$ cat src/rtl/down_timer_if.sv
// Control/status bundle for down_timer: switch/button inputs in, count and flags out.
interface down_timer_if #(
   parameter int WIDTH = 4
);
   logic             set;
   logic             start;
   logic             pause;
   logic [WIDTH-1:0] init;
   logic [WIDTH-1:0] out;
   logic             running;
   logic             done;
   logic             done_pulse;

   modport master (
      output set, start, pause, init,
      input  out, running, done, done_pulse
   );

   modport slave (
      input  set, start, pause, init,
      output out, running, done, done_pulse
   );
endinterface

$ cat src/rtl/down_timer.sv
// Loadable countdown timer with prescaled tick, pause, terminal-count flags and
// optional auto-reload.
module down_timer #(
   parameter int WIDTH       = 4,
   parameter int TICK_DIV    = 50000000,
   parameter bit AUTO_RELOAD = 1'b0
) (
   input  logic         clk,
   input  logic         reset,
   down_timer_if.slave  bus
);

   localparam int PW = (TICK_DIV > 1) ? $clog2(TICK_DIV) : 1;
   localparam logic [PW-1:0] TICK_LAST = PW'(TICK_DIV - 1);

   typedef enum logic [1:0] {
      S_IDLE  = 2'd0,
      S_RUN   = 2'd1,
      S_PAUSE = 2'd2,
      S_DONE  = 2'd3
   } state_t;

   state_t           r_state,      w_state_nxt;
   logic [WIDTH-1:0] r_count,      w_count_nxt;
   logic [PW-1:0]    r_presc,      w_presc_nxt;
   logic             r_done_pulse, w_done_pulse_nxt;

   // NOTE: state registers use non-blocking assignment so every flop samples
   // pre-edge values; blocking here would create order-dependent races.
   always_ff @(posedge clk or posedge reset) begin
      if (reset) begin
         r_state      <= S_IDLE;
         r_count      <= '0;
         r_presc      <= '0;
         r_done_pulse <= 1'b0;
      end else begin
         r_state      <= w_state_nxt;
         r_count      <= w_count_nxt;
         r_presc      <= w_presc_nxt;
         r_done_pulse <= w_done_pulse_nxt;
      end
   end

   // NOTE: every output of this block is defaulted first so no path can infer a latch.
   always_comb begin
      w_state_nxt      = r_state;
      w_count_nxt      = r_count;
      w_presc_nxt      = r_presc;
      w_done_pulse_nxt = 1'b0;

      if (bus.set) begin
         w_count_nxt = bus.init;
         w_presc_nxt = '0;
         w_state_nxt = S_IDLE;
      end else begin
         case (r_state)
            S_IDLE: begin
               if (bus.start && (r_count != '0)) begin
                  w_state_nxt = S_RUN;
                  w_presc_nxt = '0;
               end
            end
            S_RUN: begin
               if (bus.pause) begin
                  w_state_nxt = S_PAUSE;
               end else if (r_presc == TICK_LAST) begin
                  w_presc_nxt = '0;
                  if (r_count > WIDTH'(1)) begin
                     w_count_nxt = r_count - WIDTH'(1);
                  end else begin
                     // Terminal count; a zero count here is treated the same way.
                     w_done_pulse_nxt = (r_count == WIDTH'(1));
                     if (AUTO_RELOAD && (bus.init != '0)) begin
                        w_count_nxt = bus.init;
                     end else begin
                        w_count_nxt = '0;
                        w_state_nxt = S_DONE;
                     end
                  end
               end else begin
                  w_presc_nxt = r_presc + PW'(1);
               end
            end
            S_PAUSE: begin
               if (!bus.pause) begin
                  w_state_nxt = S_RUN;
               end
            end
            S_DONE: begin
               if (bus.start && (bus.init != '0)) begin
                  w_count_nxt = bus.init;
                  w_presc_nxt = '0;
                  w_state_nxt = S_RUN;
               end
            end
            default: begin
               w_state_nxt = S_IDLE;
            end
         endcase
      end
   end

   assign bus.out        = r_count;
   assign bus.running    = (r_state == S_RUN);
   assign bus.done       = (r_state == S_DONE);
   assign bus.done_pulse = r_done_pulse;

endmodule

$ cat src/flat_wrapper.sv
// flat-port wrapper written by rule: the top's interface ports become plain ports
module down_timer_flat 
#(
   parameter int WIDTH       = 4,
   parameter int TICK_DIV    = 50000000,
   parameter bit AUTO_RELOAD = 1'b0
)
  (clk, reset, bus_set, bus_start, bus_pause, bus_init, bus_out, bus_running, bus_done, bus_done_pulse);
  down_timer_if #(.WIDTH(WIDTH)) bus_i ();
  input  logic clk;
  input  logic reset;
  input wire logic [$bits(bus_i.set)-1:0] bus_set;
  input wire logic [$bits(bus_i.start)-1:0] bus_start;
  input wire logic [$bits(bus_i.pause)-1:0] bus_pause;
  input wire logic [$bits(bus_i.init)-1:0] bus_init;
  output wire logic [$bits(bus_i.out)-1:0] bus_out;
  output wire logic [$bits(bus_i.running)-1:0] bus_running;
  output wire logic [$bits(bus_i.done)-1:0] bus_done;
  output wire logic [$bits(bus_i.done_pulse)-1:0] bus_done_pulse;
  assign bus_i.set = bus_set;
  assign bus_i.start = bus_start;
  assign bus_i.pause = bus_pause;
  assign bus_i.init = bus_init;
  assign bus_out = bus_i.out;
  assign bus_running = bus_i.running;
  assign bus_done = bus_i.done;
  assign bus_done_pulse = bus_i.done_pulse;
  down_timer #(.WIDTH(WIDTH), .TICK_DIV(TICK_DIV), .AUTO_RELOAD(AUTO_RELOAD)) u_core (.clk(clk), .reset(reset), .bus(bus_i));
endmodule
$ cat config.mk
export PLATFORM = sky130hd
export DESIGN_NAME = down_timer_flat
export DESIGN_NICKNAME = d
export VERILOG_FILES = /design/src/rtl/down_timer_if.sv /design/src/rtl/down_timer.sv /design/src/flat_wrapper.sv
export SDC_FILE = /design/constraint.sdc
export NUM_CORES = 1
export LEC_CHECK = 0
export ABC_AREA = 1
export CAP_MARGIN = 5
export CORE_MARGIN = 1
export CORE_UTILIZATION = 40
export DETAILED_ROUTE_END_ITERATION = 8
export HOLD_SLACK_MARGIN = 0.06
export PLACE_DENSITY = 0.66
export SLEW_MARGIN = 20
export SYNTH_ARGS = -nofsm -noshare
export SYNTH_HDL_FRONTEND = slang
export SYNTH_SLANG_ARGS = --single-unit
$ cat constraint.sdc
create_clock -name clk -period 1.6 [get_ports clk]
set_clock_uncertainty 0.2 [all_clocks]
set_input_delay 0.16 -clock clk [delete_from_list [all_inputs] [get_ports clk]]
set_output_delay 0.16 -clock clk [all_outputs]
set_load 0.005 [all_outputs]
==> flow_metrics.tcl <==
set metrics [dict create \
    yosysMostFrequentCell "nand2_1" \
    failed_checks "negative setup slack" \
    r2r_slack_ns -0.20 \
    vias 2690 \
    port_buffers 15 \
    cts_tree "done" \
    reg2regPathDepth 11 \
    cts_inserted_buffers 5 \
    required_ns 1.58 \
    start_util_pct 42.7 \
    powerDensity_nw_per_um2 1110 \
    ant_nets 0 \
    slew_headroom_pct 81.0 \
    avgSynthCellArea_sq_um 6.82 \
    synth_ff_type "dfrtp_1" \
    core_area_sq_um 5680 \
    avgRoutedWirePerCell_microns 13.6 \
    clkLatencyLatePin_ns 0.29 \
    setup_viol 32 \
    grt_pass1_vias 2705 \
    final_net_count 488 \
    fin_ws_ns -0.200 \
    n_antenna_cell 0 \
    htreeDepth 2 \
    syn_nets 368 \
    drt_first_pass_iters 4 \
    dp_hpwl_microns 4820 \
    synth_edf_count 0 \
    fin_hold_ws_ns 0.398 \
    yosys_register_bits 33 \
    drv_cap 0 \
    drc 0 \
    die_area_sq_um 6370 \
    fin_util_pct 66.9 \
    drive_above_1_share_pct 39.6 \
    root_buffer "clkbuf_8" \
    final_max_slew_viol_count 0 \
    viasPerCell 4.92 \
    grt_pass1_wl_microns 12500 \
    overflow 0 \
    path_class "flop to flop" \
    synth-seq-area-share_pct 34.1 \
    ir_drop_mv 0.811 \
    hold_viol 0 \
    async_flop_share_pct 100 \
    worstReg2RegEnd "u_core.r_presc[3]" \
    clk_path_buf_depth 2 \
    synth_top_cell_by_area "dfrtp_1" \
    power_w 0.00422 \
    dp_worst_setup_slack_ns -0.350 \
    synth_warnings 0 \
    drt_wl_total_microns 7470 \
    critPathCaptureType "flop" \
    min_from "u_core.bus.out[1]" \
    grt_start_max_net_pins 34 \
    drt_iter0_drc 154 \
    worstHoldEndpoint "u_core.bus.out[1]" \
    p_leak_nw 1.91 \
    place_inst 524 \
    synthTopCellsByArea "dfrtp_1 (34%), nand2_1 (14%), nor2_1 (9.9%), inv_1 (7.1%), nand4_1 (5.9%)" \
    rsz0062_at_grt "true" \
    status "finished, violations left" \
    netlist_area_sq_um 2420 \
    start_kind "flop" \
    globalplace.congestion 0.887 \
    dieWidth_microns 79.8 \
    critPathMaxFanout 6 \
    final_cells 547 \
    n_fill_cell 469 \
    cp.arrival_ns 1.78 \
    yosys.area.top_type_share_pct 34.1 \
    antenna_found_initial 0 \
    clock-sinks 33 \
    holdPathStages 3 \
    num_rows 27 \
    rr_startpoint "u_core.r_state[1]" \
    max_freq_mhz 556 \
    hold_path_class "flop to flop" \
    tightestPinTransition_ns 0.285 \
    clk_pin_slew_ns 0.07 \
    synth_common_cells "nand2_1 (93), nor2_1 (64), inv_1 (46)" \
    dieHeight_microns 79.8 \
    io_pins 16 \
    syn_inst 355 \
    area_growth_pct 56.8 \
    grt_usage_pct 25.5 \
    period_needed_ns 1.80 \
    yosysUniqueCellTypes 31 \
    fin_crit_sh_pct 112 \
]
-- stage by stage --
stage / instance area, sq um / TNS, ns
finish: 3800 / -5.06
global route: 3800 / -7.22
CTS: 3690 / -4.25
detailed placement: 3320 / -10.11
global placement: 3320 / -8.78
floorplan: 2440 / -1.28
-- cell usage in the layout, fill, tap and decap left out, types with 2 or more instances in the layout --
| cell type | count |
|---|---|
| a21oi_2 | 3 |
| nand2_4 | 7 |
| nand4_1 | 23 |
| o21ai_2 | 5 |
| nand2_8 | 2 |
| inv_2 | 7 |
| nand2_1 | 82 |
| buf_6 | 10 |
| a21oi_1 | 9 |
| buf_12 | 3 |
| nand3_4 | 4 |
| inv_1 | 41 |
| dlygate4sd2_1 | 4 |
| nor2_8 | 2 |
| inv_4 | 3 |
| o21ai_1 | 5 |
| ha_4 | 2 |
| nor3_1 | 3 |
| dfrtp_1 | 33 |
| nor2_2 | 9 |
| buf_4 | 87 |
| nor2_1 | 58 |
| nand3_1 | 9 |
| nand3_2 | 8 |
| clkbuf_8 | 6 |
| nand2_2 | 16 |
| a21oi_4 | 2 |
| nor2_4 | 7 |
| clkdlybuf4s50_1 | 9 |
-- per-layer routing --
metal	vias to the layer above	wire length, microns	global-route usage (%)
met3	15	299	4.23
met1	1238	3380	32.3
met4	0	136	9.11
met2	59	3650	43.5
li1	1378	-	-
met5	-	0	0
-- power by group --
group / internal [W] / switching (W)
sequential: 0.000922 / 0.0000797
combinational: 0.00120 / 0.00136
clock: 0.000342 / 0.000316
-- final cells by class --
cell class / instances / area, sq um / area share [%]
tap: 72 / 90.1 / 2.37
multi-input combinational: 268 / 1610 / 42.4
timing repair buffer: 116 / 988 / 26.0
inverter: 51 / 199 / 5.24
clock buffer: 7 / 86.3 / 2.27
sequential: 33 / 826 / 21.7
-- critical path, cell delays in order, from the launching register on --
cell and delay [ns]:
dfrtp_1 0.41, nand2_2 0.10, buf_4 0.12, nor2_4 0.03, nand2_2 0.16, nand2_4 0.09
nor2_8 0.16, buf_12 0.14, buf_8 0.11, nand3_2 0.05, nand2_1 0.06, nor2_1 0.04
-- timing repair --
| item | in CTS | in global routing |
|---|---|---|
| gates resized for setup | 48 | 31 |
| endpoints found under the hold margin | 33 | 0 |
| buffers inserted | 13 | 2 |
| gates cloned | 2 | 0 |
| hold buffers | 1 | 0 |
| pin swaps | 26 | 18 |
| setup endpoints to repair | 38 | 35 |
-- flip-flops by register name (all words and copies together) (netlist names) --
name / count
u_core.r_state: 2
u_core.bus.out: 4
u_core.bus.done_pulse: 1
u_core.r_presc: 26
-- cell families (layout without fill, tap and decap cells) --
logic type               after synthesis  count (layout)  synth area share, %
AND/OR/NAND/NOR                      233             235                 46.4
AO/OA/AOI/OAI                         28              28                 6.51
flip-flops                            33              33                 34.1
buffers and inverters                 56             174                 10.6
XOR/XNOR                               1               1                0.362
adder cells (fa/ha/maj)                4               4                 2.07
-- how the worst max path moves through the flow --
stage,to,startpoint
final,u_core.r_presc[3],u_core.r_state[1]
after global routing,u_core.r_presc[8],u_core.r_presc[0]
after CTS,u_core.r_presc[5],u_core.bus.out[0]
after detailed placement,u_core.r_presc[4],bus_set
after global placement,u_core.r_presc[9],bus_set
after floorplan,u_core.r_state[0],u_core.bus.out[0]
Power figures use the tool's default switching activity.
